**src/rtl/regs_pkg.sv**
```systemverilog
`default_nettype none
// +----------------------------------------------------------------------+
// | Module   : regs_pkg                                                  |
// | Purpose  : Shared defaults and helpers for the register bank and the |
// |            write queue that feeds it.                                |
// | Contents : c_default_bits, c_default_nregs, addr_width()             |
// | Revision : 1.0                                                       |
// +----------------------------------------------------------------------+
package regs_pkg;

   localparam int c_default_bits  = 4;
   localparam int c_default_nregs = 4;

   // Index width for n registers; never narrower than one bit.
   function automatic int addr_width(input int n);
      return (n > 1) ? $clog2(n) : 1;
   endfunction

endpackage
`default_nettype wire

```
**src/rtl/reg_write_queue_if.sv**
```systemverilog
`default_nettype none
// +----------------------------------------------------------------------+
// | Module   : reg_write_queue_if                                        |
// | Purpose  : Valid/ready write-request channel into the write queue.   |
// | Ports    : in_valid, in_addr, in_data (producer -> queue)            |
// |            in_ready                  (queue -> producer)             |
// | Modports : master = request producer, slave = queue                  |
// | Revision : 1.0                                                       |
// +----------------------------------------------------------------------+
interface reg_write_queue_if
   import regs_pkg::*;
#(
   parameter int bits  = c_default_bits,
   parameter int nregs = c_default_nregs
) ();

   logic                        in_valid;
   logic                        in_ready;
   logic [addr_width(nregs)-1:0] in_addr;
   logic [bits-1:0]             in_data;

   modport master (output in_valid, output in_addr, output in_data, input in_ready);
   modport slave  (input in_valid, input in_addr, input in_data, output in_ready);

endinterface
`default_nettype wire

```
**src/rtl/single_register.sv**
```systemverilog
`default_nettype none
// +----------------------------------------------------------------------+
// | Module   : single_register                                           |
// | Purpose  : One storage register with write enable.                   |
// | Ports    : clk, rstn (sync, active-low), wenable, wdata -> q         |
// | Revision : 1.0                                                       |
// +----------------------------------------------------------------------+
module single_register #(
   parameter int bits = 4
) (
   input  logic            clk,
   input  logic            rstn,
   input  logic            wenable,
   input  logic [bits-1:0] wdata,
   output logic [bits-1:0] q
);

   always_ff @(posedge clk) begin
      if (!rstn) begin
         q <= '0;
      end else if (wenable) begin
         q <= wdata;
      end
   end

endmodule
`default_nettype wire

```
**src/rtl/reg_write_queue.sv**
```systemverilog
`default_nettype none
// +----------------------------------------------------------------------+
// | Module   : reg_write_queue                                           |
// | Purpose  : FIFO of register writes draining into a register bank,    |
// |            one write per cycle unless stalled.                       |
// | Ports    : clk, rstn       clock / sync active-low reset             |
// |            req (slave)     in_valid/in_ready/in_addr/in_data         |
// |            wstall          blocks draining this cycle                |
// |            wenable, wdata  one-hot write strobe and shared data      |
// |            pending         registers targeted by queued entries      |
// |            count           number of queued entries                  |
// | Revision : 1.0                                                       |
// +----------------------------------------------------------------------+
module reg_write_queue
   import regs_pkg::*;
#(
   parameter int bits  = c_default_bits,
   parameter int nregs = c_default_nregs,
   parameter int depth = 4
) (
   input  logic                     clk,
   input  logic                     rstn,
   reg_write_queue_if.slave         req,
   input  logic                     wstall,
   output logic [nregs-1:0]         wenable,
   output logic [bits-1:0]          wdata,
   output logic [nregs-1:0]         pending,
   output logic [$clog2(depth):0]   count
);

   localparam int c_aw = addr_width(nregs);
   localparam int c_pw = $clog2(depth);
   localparam int c_cw = c_pw + 1;
   localparam logic [c_cw-1:0]  c_full = c_cw'(depth);
   localparam logic [nregs-1:0] c_one  = {{(nregs-1){1'b0}}, 1'b1};

   logic [c_pw-1:0] r_wptr;
   logic [c_pw-1:0] r_rptr;
   logic [c_cw-1:0] r_count;
   logic [depth-1:0] r_valid;
   logic [c_aw-1:0] r_addr [depth];
   logic [bits-1:0] w_slot_q [depth];

   logic w_full;
   logic w_nonempty;
   logic w_push;
   logic w_pop;

   assign w_full     = (r_count == c_full);
   assign w_nonempty = (r_count != '0);
   // A full queue refuses a push even when a pop frees a slot this cycle.
   assign w_push     = req.in_valid && !w_full;
   assign w_pop      = w_nonempty && !wstall;
   // Count reads as zero while rstn is low, so ready must read as one.
   assign req.in_ready = !rstn || !w_full;

   // Slot data lives in register instances loaded by the write pointer decode.
   for (genvar i = 0; i < depth; i++) begin : g_slot
      single_register #(.bits(bits)) u_data (
         .clk     (clk),
         .rstn    (rstn),
         .wenable (w_push && (r_wptr == c_pw'(i))),
         .wdata   (req.in_data),
         .q       (w_slot_q[i])
      );
   end

   always_ff @(posedge clk) begin
      if (!rstn) begin
         r_wptr  <= '0;
         r_rptr  <= '0;
         r_count <= '0;
         r_valid <= '0;
         for (int i = 0; i < depth; i++) begin
            r_addr[i] <= '0;
         end
      end else begin
         // Pointers wrap on their own because depth is a power of two.
         if (w_pop) begin
            r_valid[r_rptr] <= 1'b0;
            r_rptr          <= r_rptr + c_pw'(1);
         end
         if (w_push) begin
            r_valid[r_wptr] <= 1'b1;
            r_addr[r_wptr]  <= req.in_addr;
            r_wptr          <= r_wptr + c_pw'(1);
         end
         case ({w_push, w_pop})
            2'b10:   r_count <= r_count + c_cw'(1);
            2'b01:   r_count <= r_count - c_cw'(1);
            default: r_count <= r_count;
         endcase
      end
   end

   // Outputs come only from stored state and wstall; all forced to zero in reset.
   always_comb begin
      wenable = '0;
      wdata   = '0;
      pending = '0;
      count   = '0;
      if (rstn) begin
         for (int i = 0; i < depth; i++) begin
            if (r_valid[i]) begin
               pending = pending | (c_one << r_addr[i]);
            end
         end
         count = r_count;
         if (w_nonempty) begin
            wdata = w_slot_q[r_rptr];
         end
         if (w_pop) begin
            wenable = c_one << r_addr[r_rptr];
         end
      end
   end

endmodule
`default_nettype wire

```
**src/flat_wrapper.sv**
```systemverilog
// flat-port wrapper written by rule: the top's interface ports become plain ports
module reg_write_queue_flat import regs_pkg::*;
#(
   parameter int bits  = c_default_bits,
   parameter int nregs = c_default_nregs,
   parameter int depth = 4
)
  (clk, rstn, wstall, wenable, wdata, pending, count, req_in_valid, req_in_addr, req_in_data, req_in_ready);
  reg_write_queue_if #(.bits(bits), .nregs(nregs)) req_i ();
  input  logic clk;
  input  logic rstn;
  input  logic wstall;
  output logic [nregs-1:0] wenable;
  output logic [bits-1:0] wdata;
  output logic [nregs-1:0] pending;
  output logic [$clog2(depth):0] count;
  input wire logic [$bits(req_i.in_valid)-1:0] req_in_valid;
  input wire logic [$bits(req_i.in_addr)-1:0] req_in_addr;
  input wire logic [$bits(req_i.in_data)-1:0] req_in_data;
  output wire logic [$bits(req_i.in_ready)-1:0] req_in_ready;
  assign req_i.in_valid = req_in_valid;
  assign req_i.in_addr = req_in_addr;
  assign req_i.in_data = req_in_data;
  assign req_in_ready = req_i.in_ready;
  reg_write_queue #(.bits(bits), .nregs(nregs), .depth(depth)) u_core (.clk(clk), .rstn(rstn), .req(req_i), .wstall(wstall), .wenable(wenable), .wdata(wdata), .pending(pending), .count(count));
endmodule
```
**config.mk**
```make
export PLATFORM = sky130hd
export DESIGN_NAME = reg_write_queue_flat
export DESIGN_NICKNAME = d
export VERILOG_FILES = /design/src/rtl/regs_pkg.sv /design/src/rtl/reg_write_queue_if.sv /design/src/rtl/single_register.sv /design/src/rtl/reg_write_queue.sv /design/src/flat_wrapper.sv
export SDC_FILE = /design/constraint.sdc
export NUM_CORES = 1
export LEC_CHECK = 0
export CAP_MARGIN = 40
export CORE_MARGIN = 2
export CORE_UTILIZATION = 48
export CTS_CLUSTER_SIZE = 30
export DETAILED_ROUTE_END_ITERATION = 8
export PLACE_DENSITY = 0.78
export SLEW_MARGIN = 25
export SYNTH_ARGS = -nofsm -noshare
export SYNTH_HDL_FRONTEND = slang
export SYNTH_SLANG_ARGS = --single-unit
```
**constraint.sdc**
```tcl
create_clock -name clk -period 6.1 [get_ports clk]
set_clock_uncertainty 0.1 [all_clocks]
set_input_delay 1.525 -clock clk [delete_from_list [all_inputs] [get_ports clk]]
set_output_delay 1.525 -clock clk [all_outputs]
set_load 0.005 [all_outputs]
```
==> qor.yml <==
status: "finished, final reports clean"
grt_overflow: 0
first_pass_iters: 4
vias: 1587
synthCells: 212
powerDensity_mw_per_mm2: 297
numPortBuffers: 25
synth_xor_area_share_pct: 0.864
placementRows: 23
place_hpwl_mm: 2.84
syn_nets: 232
dp.cells: 274
post-route-util_pct: 58.2
synth_compound_area_share_pct: 8.70
maxCapViolCount: 0
setup_slack_ns: 1.13
floorplan.initialDensity_pct: 50.3
synth_fa_ha_area_share_pct: 6.54
htree_levels: 2
synthSimpleGateAreaFrac_pct: 22.2
holdPathEnd: "u_core.g_slot[1].u_data.q[1]$_SDFFE_PN0P_"
rsz0062_at_grt: "no"
regToRegSetupSlack_ns: 3.35
layout-drive-gt1-share_pct: 9.05
synth_area_leaders: "dfxtp_1, edfxtp_1, mux2i_1"
post-route-period-util_pct: 81.5
gp_congestion: 0.835
yosysSeqAreaShare_pct: 40.5
rr_startpoint: "u_core.r_count[2]$_SDFFE_PN0P_"
final_nets: 251
stdcell_area_sq_mm: 0.00235
hold_buffers: 0
rr_worst_depth: 8
ys_warn_count: 0
cts.sinks: 37
io_pins: 26
placed_cell_area_sq_mm: 0.00226
die_y_um: 69.0
path_clk_slew_ns: 0.07
die_area_sq_mm: 0.00476
yosysUniqueCellTypes: 33
final_common_cell: "nand2_1"
synth.largest_area_cell: "dfxtp_1"
coreArea_sq_mm: 0.00403
arrival_ns: 3.35
cellLeakagePower_nw: 0.877
antenna_found_initial: 0
worstHoldPathCells: 2
antenna_left: 0
max_slew_margin_pct: 70.2
cp.required_ns: 4.47
cts_made_buffers: 5
syn_area_sq_mm: 0.00203
cts_tree: "yes"
worst_slew_pin_slew_ns: 0.446
synth_edf_count: 8
syn_to_final_growth_pct: 15.7
r2r_end: "u_core.r_count[2]$_SDFFE_PN0P_"
clockBufferDepth: 2
clock_latency_ns: 0.29
final_cell_mix: "nand2_1, dfxtp_1, clkdlybuf4s50_1"
syn_avg_cell_area_sq_um: 9.56
die_w_um: 69.0
synth-async-reset-ratio_pct: 0
post-route-min-period_ns: 4.97
track_usage_pct: 19.1
postCtsResizedCells: 0
endpoint_kind: "output pin"
grt_pass1_vias: 1435
wl_per_cell_um: 14.2
worstPathMaxFanout: 32
maxSlewViolCount: 0
setup_viol: 0
drc: 0
pre_cts_ws_ns: 1.11
cp-start-kind: "primary input"
ys_ff_latch: 37
power_mw: 0.697
fin_setup_tns_ns: 0
grt_max_degree: 33
stdcell_count: 282
crit_type: "in2out"
diodes: 0
clock.fmax_mhz: 201
muxShareOfSynthArea_pct: 14.6
drtIter0Drc: 178
hold_viol: 0
hold_class: "reg2reg"
synth_top_area_share_pct: 28.6
hold-worst-slack_ns: 0.357
cts_root_buf: "clkbuf_8"
grt_pass1_wl_mm: 6.62
viasPerCell: 5.63
synth_top_family_by_area: "simple AND/OR/NAND/NOR gates"
ir_drop_v: 0.000176
hp-start: "u_core.g_slot[1].u_data.q[1]$_SDFFE_PN0P_"
postCtsSetupBuffers: 0
wl_mm: 4.00
ys.flop_type: "dfxtp_1"
==> synth_stat cells, types with 2 or more instances <==
library cell and n:
clkbuf_1 9, o2bb2ai_1 4, nand3_1 7, o31ai_1 2
o22ai_1 3, buf_6 5, o21ai_0 8, mux4_2 6
a31oi_1 2, nand4_1 2, mux2i_1 16, nor3_1 3
dfxtp_1 29, a21oi_1 8, inv_1 12, edfxtp_1 8
and3_1 9, nand2_1 35, nor2_1 12, nor3b_1 5
nor4b_1 2, o21a_1 2, and3_4 4, xor2_1 2
ha_1 9
==> per-layer routing <==
metal	part of all wire, %	vias to the layer above	wire [um]	track usage, %
li1	-	784	-	-
met2	48	48	1900	30.3
met3	5.8	4	232	4.87
met4	1.1	0	43	6.62
met5	0	-	0	0
met1	45	751	1820	25.3
==> logic make-up (layout without fill, tap and decap cells) <==
| logic type | count (synthesis) | count (layout) |
|---|---|---|
| compound gates | 29 | 29 |
| xor+xnor | 2 | 2 |
| fa+ha+maj | 10 | 10 |
| buf+inv | 26 | 46 |
| flops | 37 | 37 |
| mux | 22 | 22 |
| simple gates | 86 | 86 |
==> state kept, by name, summed over array words and instances (netlist names), named ones only <==
signal	flops
u_core.r_rptr	2
u_core.r_count	3
u_core.r_wptr	2
u_core.g_slot.u_data.q	16
u_core.r_valid	4
u_core.r_addr	8
==> report_power, final <==
group	internal (mW)	switching (mW)	total, mW
Combinational	0.0990	0.103	0.202
Clock	0.0812	0.0888	0.170
Sequential	0.283	0.0426	0.325
Total	0.463	0.234	0.697
==> worst max-delay path, cell delays in order <==
cell and delay, ns:
clkdlybuf4s50_1 0.74, buf_4 0.38, and3_1 0.20, clkdlybuf4s50_1 0.49
==> layout make-up <==
class	instances	area, sq um
fill	374	1680
multi-input combinational	149	1070
sequential	37	821
timing repair buffer	26	258
clock buffer	5	68.8
tap	50	62.6
inverter	12	45.0
clock inverter	3	20.0
==> how the worst max path moves through the flow <==
stage / slack [ns] / to / startpoint
2_1_floorplan: 2.32 / wenable[1] / rstn
3_3_place_gp: 1.12 / wdata[3] / rstn
3_5_place_dp: 1.11 / wdata[2] / rstn
4_1_cts: 1.11 / wdata[2] / rstn
5_1_grt: 1.0 / wdata[3] / rstn
6_report: 1.13 / wdata[1] / rstn
(Power assumes the default switching activity.)
